$ cat src/rtl/satd_blk_ctrl.sv
// satd_blk_ctrl: sequencer for the 4x4 Hadamard SATD unit.
// Walks a BLK_W x BLK_H block in 4x4 sub-blocks in raster order (x fastest).
// For each sub-block it fetches four ref/cur rows, presents them to the had
// unit with a single en strobe, and folds the returned had_4x4 into a
// saturating block SATD accumulator.
module satd_blk_ctrl #(
    parameter int BLK_W = 16,
    parameter int BLK_H = 16,
    parameter int ACC_W = 24
) (
    input  logic             clk,
    input  logic             rst_n,
    input  logic             start,
    output logic             busy,
    output logic             done,
    output logic [ACC_W-1:0] satd,
    output logic             mem_rd_en,
    output logic [7:0]       mem_rd_x,
    output logic [7:0]       mem_rd_y,
    input  logic [31:0]      mem_rd_ref,
    input  logic [31:0]      mem_rd_cur,
    output logic             had_en,
    output logic             had_export,
    output logic [31:0]      had_ref_blk1,
    output logic [31:0]      had_ref_blk2,
    output logic [31:0]      had_ref_blk3,
    output logic [31:0]      had_ref_blk4,
    output logic [31:0]      had_cur_blk1,
    output logic [31:0]      had_cur_blk2,
    output logic [31:0]      had_cur_blk3,
    output logic [31:0]      had_cur_blk4,
    input  logic [15:0]      had_4x4
);

    // Last sub-block column/row index of the block.
    localparam int SBX_LAST = BLK_W / 4 - 1;
    localparam int SBY_LAST = BLK_H / 4 - 1;

    // The adder is wide enough for either operand plus a carry, so an
    // overflow of the accumulator is always visible before clamping.
    localparam int SUM_W = ((ACC_W > 16) ? ACC_W : 16) + 1;
    localparam logic [SUM_W-1:0] SAT_MAX = (SUM_W'(1) << ACC_W) - SUM_W'(1);

    typedef enum logic [2:0] {
        IDLE,
        FETCH,
        WAIT,
        ISSUE,
        DRAIN,
        DONE
    } state_t;

    state_t           state;
    state_t           state_nxt;
    logic [1:0]       k;
    logic [7:0]       sbx;
    logic [7:0]       sby;
    logic [31:0]      ref_row [4];
    logic [31:0]      cur_row [4];
    logic [2:0]       res_pipe;
    logic             last_sb;
    logic             row_we;
    logic [1:0]       row_idx;
    logic [SUM_W-1:0] sum;
    logic [ACC_W-1:0] satd_sat;

    assign had_ref_blk1 = ref_row[0];
    assign had_ref_blk2 = ref_row[1];
    assign had_ref_blk3 = ref_row[2];
    assign had_ref_blk4 = ref_row[3];
    assign had_cur_blk1 = cur_row[0];
    assign had_cur_blk2 = cur_row[1];
    assign had_cur_blk3 = cur_row[2];
    assign had_cur_blk4 = cur_row[3];

    // Row-capture decode (data lags the request by one cycle) and saturating add.
    always_comb begin
        last_sb  = (sbx == 8'(SBX_LAST)) && (sby == 8'(SBY_LAST));
        row_we   = ((state == FETCH) && (k != 2'd0)) || (state == WAIT);
        row_idx  = (state == WAIT) ? 2'd3 : (k - 2'd1);
        sum      = SUM_W'(satd) + SUM_W'(had_4x4);
        satd_sat = (sum > SAT_MAX) ? {ACC_W{1'b1}} : sum[ACC_W-1:0];
    end

    // State register.
    always_ff @(posedge clk or negedge rst_n) begin
        if (!rst_n) begin
            state <= IDLE;
        end else begin
            state <= state_nxt;
        end
    end

    // Next-state logic and state-decoded outputs.
    always_comb begin
        state_nxt = state;
        busy      = 1'b1;
        done      = 1'b0;
        mem_rd_en = 1'b0;
        mem_rd_x  = 8'd0;
        mem_rd_y  = 8'd0;
        had_en    = 1'b0;
        case (state)
            IDLE: begin
                busy = 1'b0;
                if (start) begin
                    state_nxt = FETCH;
                end
            end
            FETCH: begin
                mem_rd_en = 1'b1;
                mem_rd_x  = sbx;
                mem_rd_y  = {sby[5:0], 2'b00} + {6'd0, k};
                if (k == 2'd3) begin
                    state_nxt = WAIT;
                end
            end
            WAIT: begin
                state_nxt = ISSUE;
            end
            ISSUE: begin
                had_en    = 1'b1;
                state_nxt = last_sb ? DRAIN : FETCH;
            end
            DRAIN: begin
                if (res_pipe[2]) begin
                    state_nxt = DONE;
                end
            end
            DONE: begin
                done      = 1'b1;
                state_nxt = IDLE;
            end
            default: begin
                state_nxt = IDLE;
            end
        endcase
    end

    // Row-within-fetch counter and raster sub-block index.
    always_ff @(posedge clk or negedge rst_n) begin
        if (!rst_n) begin
            k   <= 2'd0;
            sbx <= 8'd0;
            sby <= 8'd0;
        end else begin
            k <= (state == FETCH) ? (k + 2'd1) : 2'd0;
            if ((state == IDLE) && start) begin
                sbx <= 8'd0;
                sby <= 8'd0;
            end else if ((state == ISSUE) && !last_sb) begin
                if (sbx == 8'(SBX_LAST)) begin
                    sbx <= 8'd0;
                    sby <= sby + 8'd1;
                end else begin
                    sbx <= sbx + 8'd1;
                end
            end
        end
    end

    // Capture returned ref/cur rows into the row registers feeding had.
    always_ff @(posedge clk or negedge rst_n) begin
        if (!rst_n) begin
            for (int i = 0; i < 4; i++) begin
                ref_row[i] <= 32'd0;
                cur_row[i] <= 32'd0;
            end
        end else if (row_we) begin
            ref_row[row_idx] <= mem_rd_ref;
            cur_row[row_idx] <= mem_rd_cur;
        end
    end

    // Result timing: export two cycles after en, accumulate in the third.
    always_ff @(posedge clk or negedge rst_n) begin
        if (!rst_n) begin
            res_pipe <= 3'd0;
            satd     <= '0;
        end else begin
            res_pipe <= {res_pipe[1:0], (state == ISSUE)};
            if ((state == IDLE) && start) begin
                satd <= '0;
            end else if (res_pipe[2]) begin
                satd <= satd_sat;
            end
        end
    end

    assign had_export = res_pipe[1];

endmodule
$ cat config.mk
export PLATFORM = sky130hd
export DESIGN_NAME = satd_blk_ctrl
export DESIGN_NICKNAME = d
export VERILOG_FILES = /design/src/rtl/satd_blk_ctrl.sv
export SDC_FILE = /design/constraint.sdc
export NUM_CORES = 1
export LEC_CHECK = 0
export BUFFER_PORTS_ARGS = -buffer_cell sky130_fd_sc_hd__buf_4
export CAP_MARGIN = 25
export CORE_UTILIZATION = 30
export CTS_BUF_LIST = sky130_fd_sc_hd__clkbuf_8
export DETAILED_ROUTE_END_ITERATION = 8
export PLACE_DENSITY = 0.57
export SLEW_MARGIN = 0
export SYNTH_ARGS = -nofsm -noshare
export SYNTH_HDL_FRONTEND = slang
export SYNTH_SLANG_ARGS = --single-unit
$ cat constraint.sdc
create_clock -name clk -period 2.3 [get_ports clk]
set_clock_uncertainty 0.1 [all_clocks]
set_input_delay 0.23 -clock clk [delete_from_list [all_inputs] [get_ports clk]]
set_output_delay 0.23 -clock clk [all_outputs]
set_load 0.02 [all_outputs]
==> summary.txt <==
Timing
  • RSZ-0062 raised after global routing: yes
  • Max_slew headroom: 69.4%
  • Fmax: roughly 0.4 GHz
  • Pins Over Slew Limit: 0
  • Final period utilization: 108%
  • Worst-Margin Slew: 0.458 ns
  • Min setup slack post-route: -0.183 ns
  • Final hold vios: 0
  • Min Tclk post-route: ~2.5 ns
  • Setup violators final: 24

Status
  • Status: finished with violations
  • Failing checks: setup timing

Clock network
  • CTS Buffer Depth: 3
  • H-tree depth: 2
  • Clk root buf: clkbuf_8
  • Reg clk slew, reported paths: 0.06 ns
  • CTS tree: yes
  • Worst skew pair latency: 0.63 ns
  • Sink Count: about 300
  • Cts bufs inserted: 54

Cells and area
  • Layout Nets: 1554
  • Ant. Diodes: 0
  • Area grow syn2layout: 51.6%
  • Share of post-route cells with drive strength above 1: 57.3%
  • Most frequent cells in the layout: buf_4 (445), dfrtp_1 (303), mux2_2 (218), clkbuf_8 (73), dlygate4sd3_1 (70)
  • Commonest non-fill, non-tap cell in the layout: buf_4
  • # fillers: 3841

Worst setup path
  • Crit path DAT: 2.92 ns
  • Reg-to-Reg Start: satd[0]
  • Critical path buffers and inverters: 3
  • CP endpoint: satd[3]
  • Startpoint type of the worst setup path: flip-flop
  • CP delay by family, top: compound AO/OA/AOI/OAI gates
  • CP Capture Type: flip-flop
  • Critical path type: flip-flop to flip-flop
  • Capturing point of the worst reg2reg path: satd[3]
  • Critical Path RT: ~2.7 ns
  • Worst reg-to-reg setup slack: -0.18 ns
  • Critical path depth in cells: 12
  • Largest incremental delay on the critical path: around 0.38 ns
  • CP cell instances: ha_4 > inv_4 > fa_2 > nor2b_4 > o2111ai_2 > nand4_1 > a211oi_2 > o31ai_4 > buf_4 > nand2_4 > buf_12 > a31oi_4
  • Reg2Reg Depth: 12
  • CP max-delay cell: fa_2
  • Critical Path Source: satd[0]
  • Crit-path max FO: 6

Place
  • Post-Place Worst Slack: -0.183 ns
  • HPWL Detailed: about 25000 µm
  • Port bufs: 383
  • Gpl congestion: around 0.79

Routing
  • WL final: 37900 µm
  • Pre-Repair DR Iteration Count: 4
  • DR vias: 9509
  • Antenna viol nets, final: 0
  • Vias per std cell: 4.68
  • 1st-iter DRT viols: 423
  • Routed WL per cell: roughly 19 µm
  • Post-route DRC: 0

Synth
  • Seq cells post-synth: around 300
  • Synth Warn #: 0
  • Yosys cell types: between 50 and 60
  • Mapped Area: about 0.013 mm²
  • Mean area per synthesized cell: 14.3 µm²
  • Synth Net Count: approximately 1000
  • Syn Inst Count: about 900
  • Post-synth ARST share: between 90% and 100%
  • Most used flip-flop cell after synthesis: dfrtp_1
  • Sequential area share after synthesis: 59.7%
  • Post-synth EDFFs: 0

Hold path
  • Hold/Removal Path Class: primary input to flip-flop
  • Hold path depth: 4

Power
  • Max VDD drop: between 0.0004 and 0.0005 V
  • Pwr dens: 798 mW/mm²
  • Leakage power: 8.81 nW
  • Power, Total: 0.0154 W

Floorplanning
  • I/O pin cnt: about 380
  • Die extent in x: about 210 µm
  • Total core area: 0.0419 mm²
  • FP Rows: 75
  • Die area: 0.0433 mm²
  • Starting Density: 30.4%
  • Die Y: 208 µm

Global route
  • Initial antenna violation count: 0
  • GRT Total Usage: 17.0%
  • First-pass GRT wire length: 57800 µm
  • Largest net degree at the start of global routing: 60
  • GRT overflow: 0
  • Vias in the first global route: 9849

Flow run
  • Max-cap violations: 0
[worst reg2reg max path: stages (launching register included)]
cell	delay [ns]
dfrtp_2	0.37
ha_4	0.14
inv_4	0.03
fa_2	0.38
nor2b_4	0.13
o2111ai_2	0.13
nand4_1	0.14
a211oi_2	0.11
o31ai_4	0.30
buf_4	0.19
nand2_4	0.06
buf_12	0.16
a31oi_4	0.16
[stage by stage]
step | instances | util (%) | area, µm² | hold slack (ns) | TNS [ns]
detailed placement | 1848 | 40.2 | 16800 | 0.0706 | -2.69
floorplan | 891 | - | 12800 | -0.166 | -0.660
global route | 2032 | 46.0 | 19300 | 0.0664 | -7.67
finish | 2032 | 46.0 | 19300 | 0.0642 | -3.28
global placement | 1848 | 40.2 | 16800 | 0.0658 | -0.694
CTS | 2021 | 45.0 | 18900 | 0.00132 | -2.39
[Yosys cell counts (2+ instances only)]
library cell  number  area (µm²)
a21oi_1           21         105
and4_1             3        26.3
a31oi_1           19         119
a211oi_1           6        45.0
or4_1              2        15.0
or3_1              2        12.5
o31ai_4            2        42.5
nor2b_1            3        18.8
nand3_1            8        40.0
and2_1            17         106
o211ai_1           2        15.0
nor4_4             2        42.5
a221oi_1           2        17.5
dfrtp_1          304        7610
nor3_1            12        60.1
xnor2_1            6        52.6
a41oi_1            2        17.5
buf_2             15        75.1
or2_2              2        12.5
ha_1              20         250
nor2_2             2        12.5
nand2_1           28         105
inv_1             10        37.5
clkbuf_1          10        37.5
o21a_1             3        22.5
a211oi_2           2        25.0
a21o_1             3        22.5
nor2_1            26        97.6
mux2_1            15         169
or4b_1             2        20.0
nand4_1            7        43.8
mux2_2           242        2730
buf_6             13         146
o21ai_0           28         140
and3_1             8        50.1
xor2_1            18         158
nand2b_1           2        12.5
[worst min-delay path by stage]
stage,startpoint,to,slack [ns]
2_1_floorplan,rst_n,had_cur_blk1[0],-0.17
3_3_place_gp,rst_n,had_ref_blk2[29],0.07
3_5_place_dp,rst_n,had_ref_blk2[29],0.07
4_1_cts,had_4x4[3],satd[4],0.001
5_1_grt,had_4x4[13],satd[13],0.07
6_report,had_4x4[13],satd[13],0.06
[metal layers]
layer  vias to the layer above  wire length, µm  global-route usage [%]
li1                       4369                -                       -
met1                      4816            16300                    21.2
met5                         -                0                       0
met2                       266            18800                    28.7
met3                        58             1950                    4.36
met4                         0              935                    5.67
[what timing repair did]
action                                 in CTS  in global routing
hold buffers                               71                  0
pin swaps                                   8                 15
resized for setup                          18                 59
gates cloned                                1                  6
setup endpoints to repair                  60                 92
setup buffers                               2                  6
endpoints found under the hold margin     566                  0
[where the power goes]
| part | total (W) | switching, W | internal [W] | leakage [nW] |
|---|---|---|---|---|
| clock | 0.00522 | 0.00229 | 0.00294 | 0.669 |
| sequential | 0.00602 | 0.000283 | 0.00574 | 3.57 |
| combinational | 0.00417 | 0.00217 | 0.00200 | 4.57 |
| total | 0.0154 | 0.00474 | 0.0107 | 8.81 |
[state kept, by name, summed over array words and instances (netlist names)]
name / flops
state: 3
had_ref_blk3: 32
sbx: 8
k: 2
had_ref_blk1: 32
had_cur_blk3: 32
had_ref_blk2: 32
had_cur_blk2: 32
had_ref_blk4: 32
res_pipe: 3
sby: 8
had_cur_blk1: 32
had_cur_blk4: 32
satd: 24
[cell type report]
| class | instances | area (µm²) | share of cell area, % |
|---|---|---|---|
| clock buffer | 73 | 1000 | 5.20 |
| clock inverter | 26 | 149 | 0.771 |
| inverter | 10 | 40.0 | 0.207 |
| multi-input combinational | 538 | 5240 | 27.2 |
| sequential | 304 | 7610 | 39.4 |
| tap | 539 | 674 | 3.49 |
| timing repair buffer | 542 | 4590 | 23.8 |
[logic make-up (layout without fill, tap and decap cells)]
kind of cell	Yosys count	count (layout)	synth area share [%]
buf+inv	49	651	2.39
flops	304	304	59.7
simple gates	132	132	5.79
xor+xnor	24	24	1.65
fa+ha+maj	21	21	2.12
compound gates	104	104	5.62
mux	257	257	22.7
(Power assumes the default switching activity.)
